$ cat src/rtl/pipe_skid_reg_pkg.sv
`default_nettype none
// ============================================================================
//  Module      : pipe_skid_reg_pkg
//  Description : Shared pipeline-register package. Holds the IF/ID payload
//                bundle (PC, Instr, PC_4) and the width constants used by the
//                generic skid-buffered pipeline stage.
//  Revision    : 1.0 - initial release
// ============================================================================
package pipe_skid_reg_pkg;

    // IF/ID payload bundle, packed MSB-first as {pc, instr, pc_4}
    typedef struct packed {
        logic [31:0] pc;
        logic [31:0] instr;
        logic [31:0] pc_4;
    } if_id_t;

    localparam int c_IF_ID_W    = $bits(if_id_t);
    localparam int c_PERF_CNT_W = 32;

    // Flatten an IF/ID bundle into the stage's untyped payload vector
    function automatic logic [c_IF_ID_W-1:0] pack_if_id(input if_id_t b);
        return b;
    endfunction

endpackage : pipe_skid_reg_pkg
`default_nettype wire

$ cat src/rtl/pipe_skid_reg_sat_counter.sv
`default_nettype none
// ============================================================================
//  Module      : sat_counter
//  Description : Up-counter that stops at all-ones. Synchronous active-high
//                reset clears it; used for the stage's performance counters.
//  Revision    : 1.0 - initial release
// ============================================================================
module sat_counter #(
    parameter int CNT_W = 32
) (
    input  logic             clk,
    input  logic             rst,
    input  logic             inc,
    output logic [CNT_W-1:0] cnt_o
);

    logic [CNT_W-1:0] cnt_q;
    logic [CNT_W-1:0] cnt_d;

    // Next count: advance on inc unless already saturated
    always_comb begin
        cnt_d = cnt_q;
        if (inc && (cnt_q != {CNT_W{1'b1}})) begin
            cnt_d = cnt_q + {{(CNT_W-1){1'b0}}, 1'b1};
        end
    end

    // Count register
    always_ff @(posedge clk) begin
        if (rst) begin
            cnt_q <= '0;
        end else begin
            cnt_q <= cnt_d;
        end
    end

    assign cnt_o = cnt_q;

endmodule : sat_counter
`default_nettype wire

$ cat src/rtl/pipe_skid_reg.sv
`default_nettype none
// ============================================================================
//  Module      : pipe_skid_reg
//  Description : Two-entry (main + skid) valid/ready pipeline register with
//                flush. in_ready is registered so upstream never sees a
//                combinational path from out_ready. Type-agnostic payload.
//                Optional performance counters compiled in with the macro
//                PIPE_SKID_PERF_EN (stall_cnt / flush_cnt ports).
//  Revision    : 1.0 - initial release
// ============================================================================
module pipe_skid_reg
    import pipe_skid_reg_pkg::*;
#(
    parameter int DATA_W = c_IF_ID_W,
    parameter int CNT_W  = c_PERF_CNT_W
) (
    input  logic              clk,
    input  logic              rst,
    input  logic              flush,
    input  logic              in_valid,
    output logic              in_ready,
    input  logic [DATA_W-1:0] in_data,
    output logic              out_valid,
    input  logic              out_ready,
    output logic [DATA_W-1:0] out_data,
    output logic [1:0]        occ
`ifdef PIPE_SKID_PERF_EN
    ,
    output logic [CNT_W-1:0]  stall_cnt,
    output logic [CNT_W-1:0]  flush_cnt
`endif
);

    logic              main_valid_q, main_valid_d;
    logic [DATA_W-1:0] main_data_q,  main_data_d;
    logic              skid_valid_q, skid_valid_d;
    logic [DATA_W-1:0] skid_data_q,  skid_data_d;
    logic              in_ready_q,   in_ready_d;

    logic              accept;
    logic              send;

    assign accept = in_valid & in_ready_q;
    assign send   = main_valid_q & out_ready;

    // Next-state for both entries. Skid can only be valid while main is
    // valid, so an empty main never needs to look at skid contents. Vacated
    // entries are zeroed so an empty main presents a NOP bubble.
    always_comb begin
        main_valid_d = main_valid_q;
        main_data_d  = main_data_q;
        skid_valid_d = skid_valid_q;
        skid_data_d  = skid_data_q;

        if (flush) begin
            main_valid_d = 1'b0;
            main_data_d  = '0;
            skid_valid_d = 1'b0;
            skid_data_d  = '0;
        end else if (!main_valid_q || send) begin
            if (skid_valid_q) begin
                main_valid_d = 1'b1;
                main_data_d  = skid_data_q;
                skid_valid_d = accept;
                skid_data_d  = accept ? in_data : '0;
            end else if (accept) begin
                main_valid_d = 1'b1;
                main_data_d  = in_data;
            end else begin
                main_valid_d = 1'b0;
                main_data_d  = '0;
            end
        end else if (accept) begin
            skid_valid_d = 1'b1;
            skid_data_d  = in_data;
        end

        in_ready_d = !skid_valid_d;
    end

    // Entry and ready registers; reset outranks flush and handshakes
    always_ff @(posedge clk) begin
        if (rst) begin
            main_valid_q <= 1'b0;
            main_data_q  <= '0;
            skid_valid_q <= 1'b0;
            skid_data_q  <= '0;
            in_ready_q   <= 1'b1;
        end else begin
            main_valid_q <= main_valid_d;
            main_data_q  <= main_data_d;
            skid_valid_q <= skid_valid_d;
            skid_data_q  <= skid_data_d;
            in_ready_q   <= in_ready_d;
        end
    end

    assign in_ready  = in_ready_q;
    assign out_valid = main_valid_q;
    assign out_data  = main_data_q;
    assign occ       = {1'b0, main_valid_q} + {1'b0, skid_valid_q};

`ifdef PIPE_SKID_PERF_EN
    // Perf counters: backpressure cycles and flush events
    generate
        if (1) begin : g_perf
            sat_counter #(.CNT_W(CNT_W)) u_stall_cnt (
                .clk   (clk),
                .rst   (rst),
                .inc   (main_valid_q & ~out_ready),
                .cnt_o (stall_cnt)
            );

            sat_counter #(.CNT_W(CNT_W)) u_flush_cnt (
                .clk   (clk),
                .rst   (rst),
                .inc   (flush),
                .cnt_o (flush_cnt)
            );
        end
    endgenerate
`else
    // Counter width only matters in the perf build; keep it referenced so
    // both builds share one parameter list.
    generate
        if (CNT_W < 1) begin : g_cnt_w_unused
        end
    endgenerate
`endif

endmodule : pipe_skid_reg
`default_nettype wire
$ cat config.mk
export PLATFORM = sky130hd
export DESIGN_NAME = pipe_skid_reg
export DESIGN_NICKNAME = d
export VERILOG_FILES = /design/src/rtl/pipe_skid_reg_pkg.sv /design/src/rtl/pipe_skid_reg_sat_counter.sv /design/src/rtl/pipe_skid_reg.sv
export SDC_FILE = /design/constraint.sdc
export NUM_CORES = 1
export LEC_CHECK = 0
export BUFFER_PORTS_ARGS = -buffer_cell sky130_fd_sc_hd__buf_2
export CAP_MARGIN = 20
export CORE_ASPECT_RATIO = 0.7
export CORE_UTILIZATION = 40
export CTS_BUF_LIST = sky130_fd_sc_hd__clkbuf_16
export DETAILED_ROUTE_END_ITERATION = 8
export GPL_TIMING_DRIVEN = 0
export PLACE_DENSITY = 0.74
export SKIP_CTS_REPAIR_TIMING = 1
export SLEW_MARGIN = 20
export SYNTH_ARGS = -nofsm -noshare
export SYNTH_HDL_FRONTEND = slang
export SYNTH_SLANG_ARGS = --single-unit
$ cat constraint.sdc
create_clock -name clk -period 2.6 [get_ports clk]
set_clock_uncertainty 0.05 [all_clocks]
set_input_delay 0.52 -clock clk [delete_from_list [all_inputs] [get_ports clk]]
set_output_delay 0.52 -clock clk [all_outputs]
set_load 0.02 [all_outputs]
# Word-level counts from Yosys, hierarchy flattened
# Index checks and enable logic that the tools add are counted.
[op_classes]
addsub = 1
eq_ne = 1
n_mux = 11
bitwise_logic = 2
reduce_logical = 6
[ops]
columns = ["operator", "n"]
rows = [
  ["$mux 96", 5],
  ["$mux 1", 6],
  ["$add 1x1->2", 1],
  ["$and 1x1->1", 2],
  ["$logic_not 1->1", 2],
  ["$ne 2x2->1 const B", 1],
  ["$reduce_and 2->1", 1],
  ["$reduce_bool 2->1", 1],
  ["$reduce_or 2->1", 1],
  ["$logic_or 1x1->1", 1],
]
[word_totals]
regBits = 195
input_bits = 101
output_inout_bits = 100
elab_cells = 26

# Depth between registers and ports, before layout
[depth]
word_depth = 5
depth_mapped = 6
ltp_nobuf = 3

# Worst setup path after synthesis
# OpenSTA, ideal clock, no wires.
[synth_path]
kind = "input to register"
startpoint = "input port in_valid"
endpoint = "register main_data_q[31], in the netlist out_data[31]"
setup_time_ns = 0.120
t_arrival_ns = 1.426
required_ns = 2.430
slack_ns = 1.004
stages = 6
n_path_buf = 3
path_cell_list = "and3b_1 -> buf_2 -> buf_6 -> buf_2 -> a221oi_2 -> nor2_1"
[synth_via]
elab_chain_len = 3
[synth_rtl]
columns = ["item", "line_no", "rtl"]
rows = [
  ["start, declared", "pipe_skid_reg.sv:20", "input logic in_valid,"],
  ["$and 1x1->1", "pipe_skid_reg.sv:43", "assign accept = in_valid & in_ready_q;"],
  ["$mux 96", "pipe_skid_reg.sv:66", "end else if (accept) begin"],
  ["$mux 96", "pipe_skid_reg.sv:61", "if (skid_valid_q) begin"],
  ["end signal, assigned", "pipe_skid_reg.sv:91", "main_data_q <= main_data_d;"],
  ["end, declared", "pipe_skid_reg.sv:35", "logic [DATA_W-1:0] main_data_q, main_data_d;"],
]
# No other way between the ends.
# A chain may end at the register's enable or synchronous reset.

# Worst setup path after layout
[layout_path]
startpoint = "register main_valid_q, in the netlist out_valid"
endpoint = "output port occ[0]"
[layout_via]
elab_chain_len = 1
[layout_rtl]
columns = ["item", "line_no", "rtl"]
rows = [
  ["start, declared", "pipe_skid_reg.sv:34", "logic main_valid_q, main_valid_d;"],
  ["start signal, assigned", "pipe_skid_reg.sv:90", "main_valid_q <= main_valid_d;"],
  ["$add 1x1->2", "pipe_skid_reg.sv:101", "assign occ = {1'b0, main_valid_q} + {1'b0, skid_valid_q};"],
  ["end, declared", "pipe_skid_reg.sv:26", "output logic [1:0] occ"],
]
# No other way between the ends.

==> out/summary.txt <==
Final Hold Viols -> 0
Clk root buf -> clkbuf_16
Critical setup path kind -> register to primary output
Drt total wl -> 23400 um
Crit path DAT -> 1.22 ns
R2R depth -> 5
GRT Total Usage -> 23.1%
Gr ovfl total -> 0
Reg2reg start -> skid_valid_q$_SDFF_PP0_
Num rows -> 42
Dominant cells by area after synthesis -> dfxtp_1, a221oi_1, nand2_1
Sink Count -> 195
Die H -> 119 um
Initial Util -> 41.0%
Slowest CP cell -> dfxtp_1
RSZ-0062 raised after global routing -> false
Worst-Margin Slew -> 0.584 ns
Clock buffer depth -> 2
CTS buffer count -> 17
Gate count of the mapped netlist -> 878
Synthesis-to-finish area growth -> 24.3%
Setup crit end kind -> primary output
Final Power -> 6.22 mW
DR pass1 iterations -> 7
Synth warn -> 0
FF+latch count, synth -> 195
Leak pwr -> 3.75 nW
Port Buf Inserts -> 200
Layout cells sized above 1 -> 28.4%
Pint -> 4.52 mW
Post-synth top area share -> 50.2%
Die area -> 20000 sq um
Seq/Total Area, Yosys -> 50.2%
Largest net degree at the start of global routing -> 19
I/O pin count -> 201
Worst Path Max Fanout -> 4
Clk slew on worst S/H paths -> 0.08 ns
Via Count -> 7640
Setup TNS -> 0 ns
Count of cell types in the netlist -> 22
Critical path's largest stage delay -> 0.40 ns
Vias in the first global route -> 6840
Core area -> 19000 sq um
Worst hold path depth -> 3
Hold_sp -> in_data[45]
Highest clock rate -> 557 MHz
Synthesized area per cell -> 8.85 sq um
Max rail drop VDD -> 0.395 mV
Worst path required time -> 2.03 ns
R2r setup slk -> 0.81 ns
Placed cell count -> 1342
Worst path top cell family by delay -> flip-flops
Switching share of power -> 27.3%
Hold WC Path Type -> input pin to register
GPL Wtd Cong -> 0.797
ANT cells -> 0
NumNets Final -> 1199
Flop pwr share -> 49.5%
Starting DRT DRC Count -> 671
Capturing point of the worst reg2reg path -> out_data[43]$_SDFFE_PP0N_
Clk_lat worst skew -> 0.44 ns
Antenna violations before repair -> 0
Die Wd -> 169 um
Combinational share of power -> 10.3%
DRT antenna net count -> 0
Clock power frac -> 40.3%
Max Transition Viols Final -> 0
Vias per cell -> 5.56
Synthesized Nets -> 980
DRC Markers -> 0
Hold endpoint -> skid_data_q[45]$_SDFFE_PP0P_
Outcome -> complete, no violations
Fin crit period -> 1.79 ns
Met2 wire len -> 10100 um
Tcrit/Tclk final -> 69.0%
Yosys top cell by area -> dfxtp_1
Finished Layout Cells -> 1374
Synth Cell Area -> 7770 sq um
Critical Path Start Type -> register
Final setup vio count -> 0
CTS tree -> yes
Routed WL per cell -> 17.1 um
Pwr dens -> 644 nW/um^2
WP buf/inv -> 1
Post-DP HPWL -> 16200 um
First-pass GRT wire length -> 36600 um
Slew HR -> 61.1%
Critical path cell sequence -> ha_1, buf_2
Total of max-cap violations -> 0
Switching Power -> 1.70 mW
Max layer used -> met4
H-tree depth -> 4
DR WL met3 -> 1710 um
Met1 wire length -> 11400 um
[registers in the layout, summed over array words and instances, names as in the netlist]
signal and flops:
out_valid 1, skid_data_q 96, out_data 96, skid_valid_q 1
in_ready 1
[kinds of logic (layout without fill, tap and decap cells)]
family | after synthesis | count (layout) | share of synthesized area [%]
muxes | 1 | 1 | 0.193
AOI/OAI and AO/OA | 290 | 290 | 29.0
buffers and inverters | 95 | 327 | 5.85
and+or+nand+nor | 295 | 295 | 14.4
adders and majority gates | 2 | 2 | 0.290
DFF | 195 | 195 | 50.2
[worst reg2reg max path, delay by kind of cell, from the launching register on]
| family | cells | cell delay, ns |
|---|---|---|
| flops | 1 | 0.37 |
| compound gates | 1 | 0.19 |
| simple gates | 1 | 0.13 |
| buf+inv | 3 | 0.99 |
[power groups by stage]
stage	Sequential, mW	Combinational [mW]	Clock, mW
after CTS	3.08	0.634	2.54
after detailed placement	3.14	0.630	0
final	3.08	0.638	2.50
after global placement	3.14	0.627	0
after global routing	3.08	0.695	2.66
after floorplan	3.21	0.306	0
[through the flow]
stage / setup slack [ns] / util (%) / hold slack (ns) / area, sq um
finish: 0.806 / 50.9 / 0.298 / 9650
global route: 0.677 / 50.9 / 0.288 / 9650
CTS: 0.780 / 50.9 / 0.286 / 9650
detailed placement: 0.537 / 48.0 / 0.408 / 9100
global placement: 0.593 / 48.0 / 0.404 / 9100
floorplan: 1.00 / - / 0.396 / 7770
[worst max-delay path by stage]
stage | startpoint | end | slack [ns] | cells past startpoint
6_report | out_valid$_SDFFE_PP0N_ | occ[0] | 0.81 | 2
5_1_grt | skid_valid_q$_SDFF_PP0_ | out_data[43]$_SDFFE_PP0N_ | 0.68 | 5
4_1_cts | out_valid$_SDFFE_PP0N_ | skid_data_q[74]$_SDFFE_PP0P_ | 0.78 | 6
3_5_place_dp | flush | out_data[72]$_SDFFE_PP0N_ | 0.54 | 6
3_3_place_gp | flush | out_data[70]$_SDFFE_PP0N_ | 0.59 | 6
2_1_floorplan | in_valid | out_data[31]$_SDFFE_PP0N_ | 1.00 | 6
[layer usage]
metal,vias up,track usage [%]
li1,3597,-
met1,3684,34.5
met5,-,0
met2,336,33.7
met3,23,4.59
met4,0,5.51
[layout make-up]
| cell class | count | area, sq um |
|---|---|---|
| Buffer | 95 | 454 |
| Clock buffer | 17 | 425 |
| Clock inverter | 15 | 128 |
| Fill cell | 1814 | 9320 |
| Multi-Input combinational cell | 588 | 3410 |
| Sequential cell | 195 | 3900 |
| Tap cell | 264 | 330 |
| Timing Repair Buffer | 200 | 1000 |
[synth_stat cells]
master	n
buf_6	7
buf_2	18
o22ai_2	40
and2_1	2
nand2b_1	1
o31a_1	1
ha_1	1
o21ai_0	89
o22ai_1	56
clkbuf_1	64
buf_4	6
and3b_1	1
mux2_4	1
maj3_1	1
nand2_1	193
a221oi_2	10
nor2b_1	1
a221oi_1	86
o21ai_1	7
dfxtp_1	195
o21ai_2	1
nor2_1	97
[placed cells by master, fill, tap and decap left out, types with 2 or more instances in the layout]
cell type / netlist / layout
buf_2: 18 / 218
dfxtp_1: 195 / 195
nand2_1: 193 / 193
nor2_1: 97 / 97
o21ai_0: 89 / 89
a221oi_1: 86 / 86
clkbuf_1: 64 / 64
o22ai_1: 56 / 56
o22ai_2: 40 / 40
clkbuf_16: 0 / 17
a221oi_2: 10 / 10
buf_6: 7 / 7
o21ai_1: 7 / 7
buf_4: 6 / 6
clkinvlp_4: 0 / 4
inv_6: 0 / 3
clkinv_2: 0 / 3
and2_1: 2 / 2
clkinv_4: 0 / 2
inv_8: 0 / 2
(Power assumes the default switching activity.)
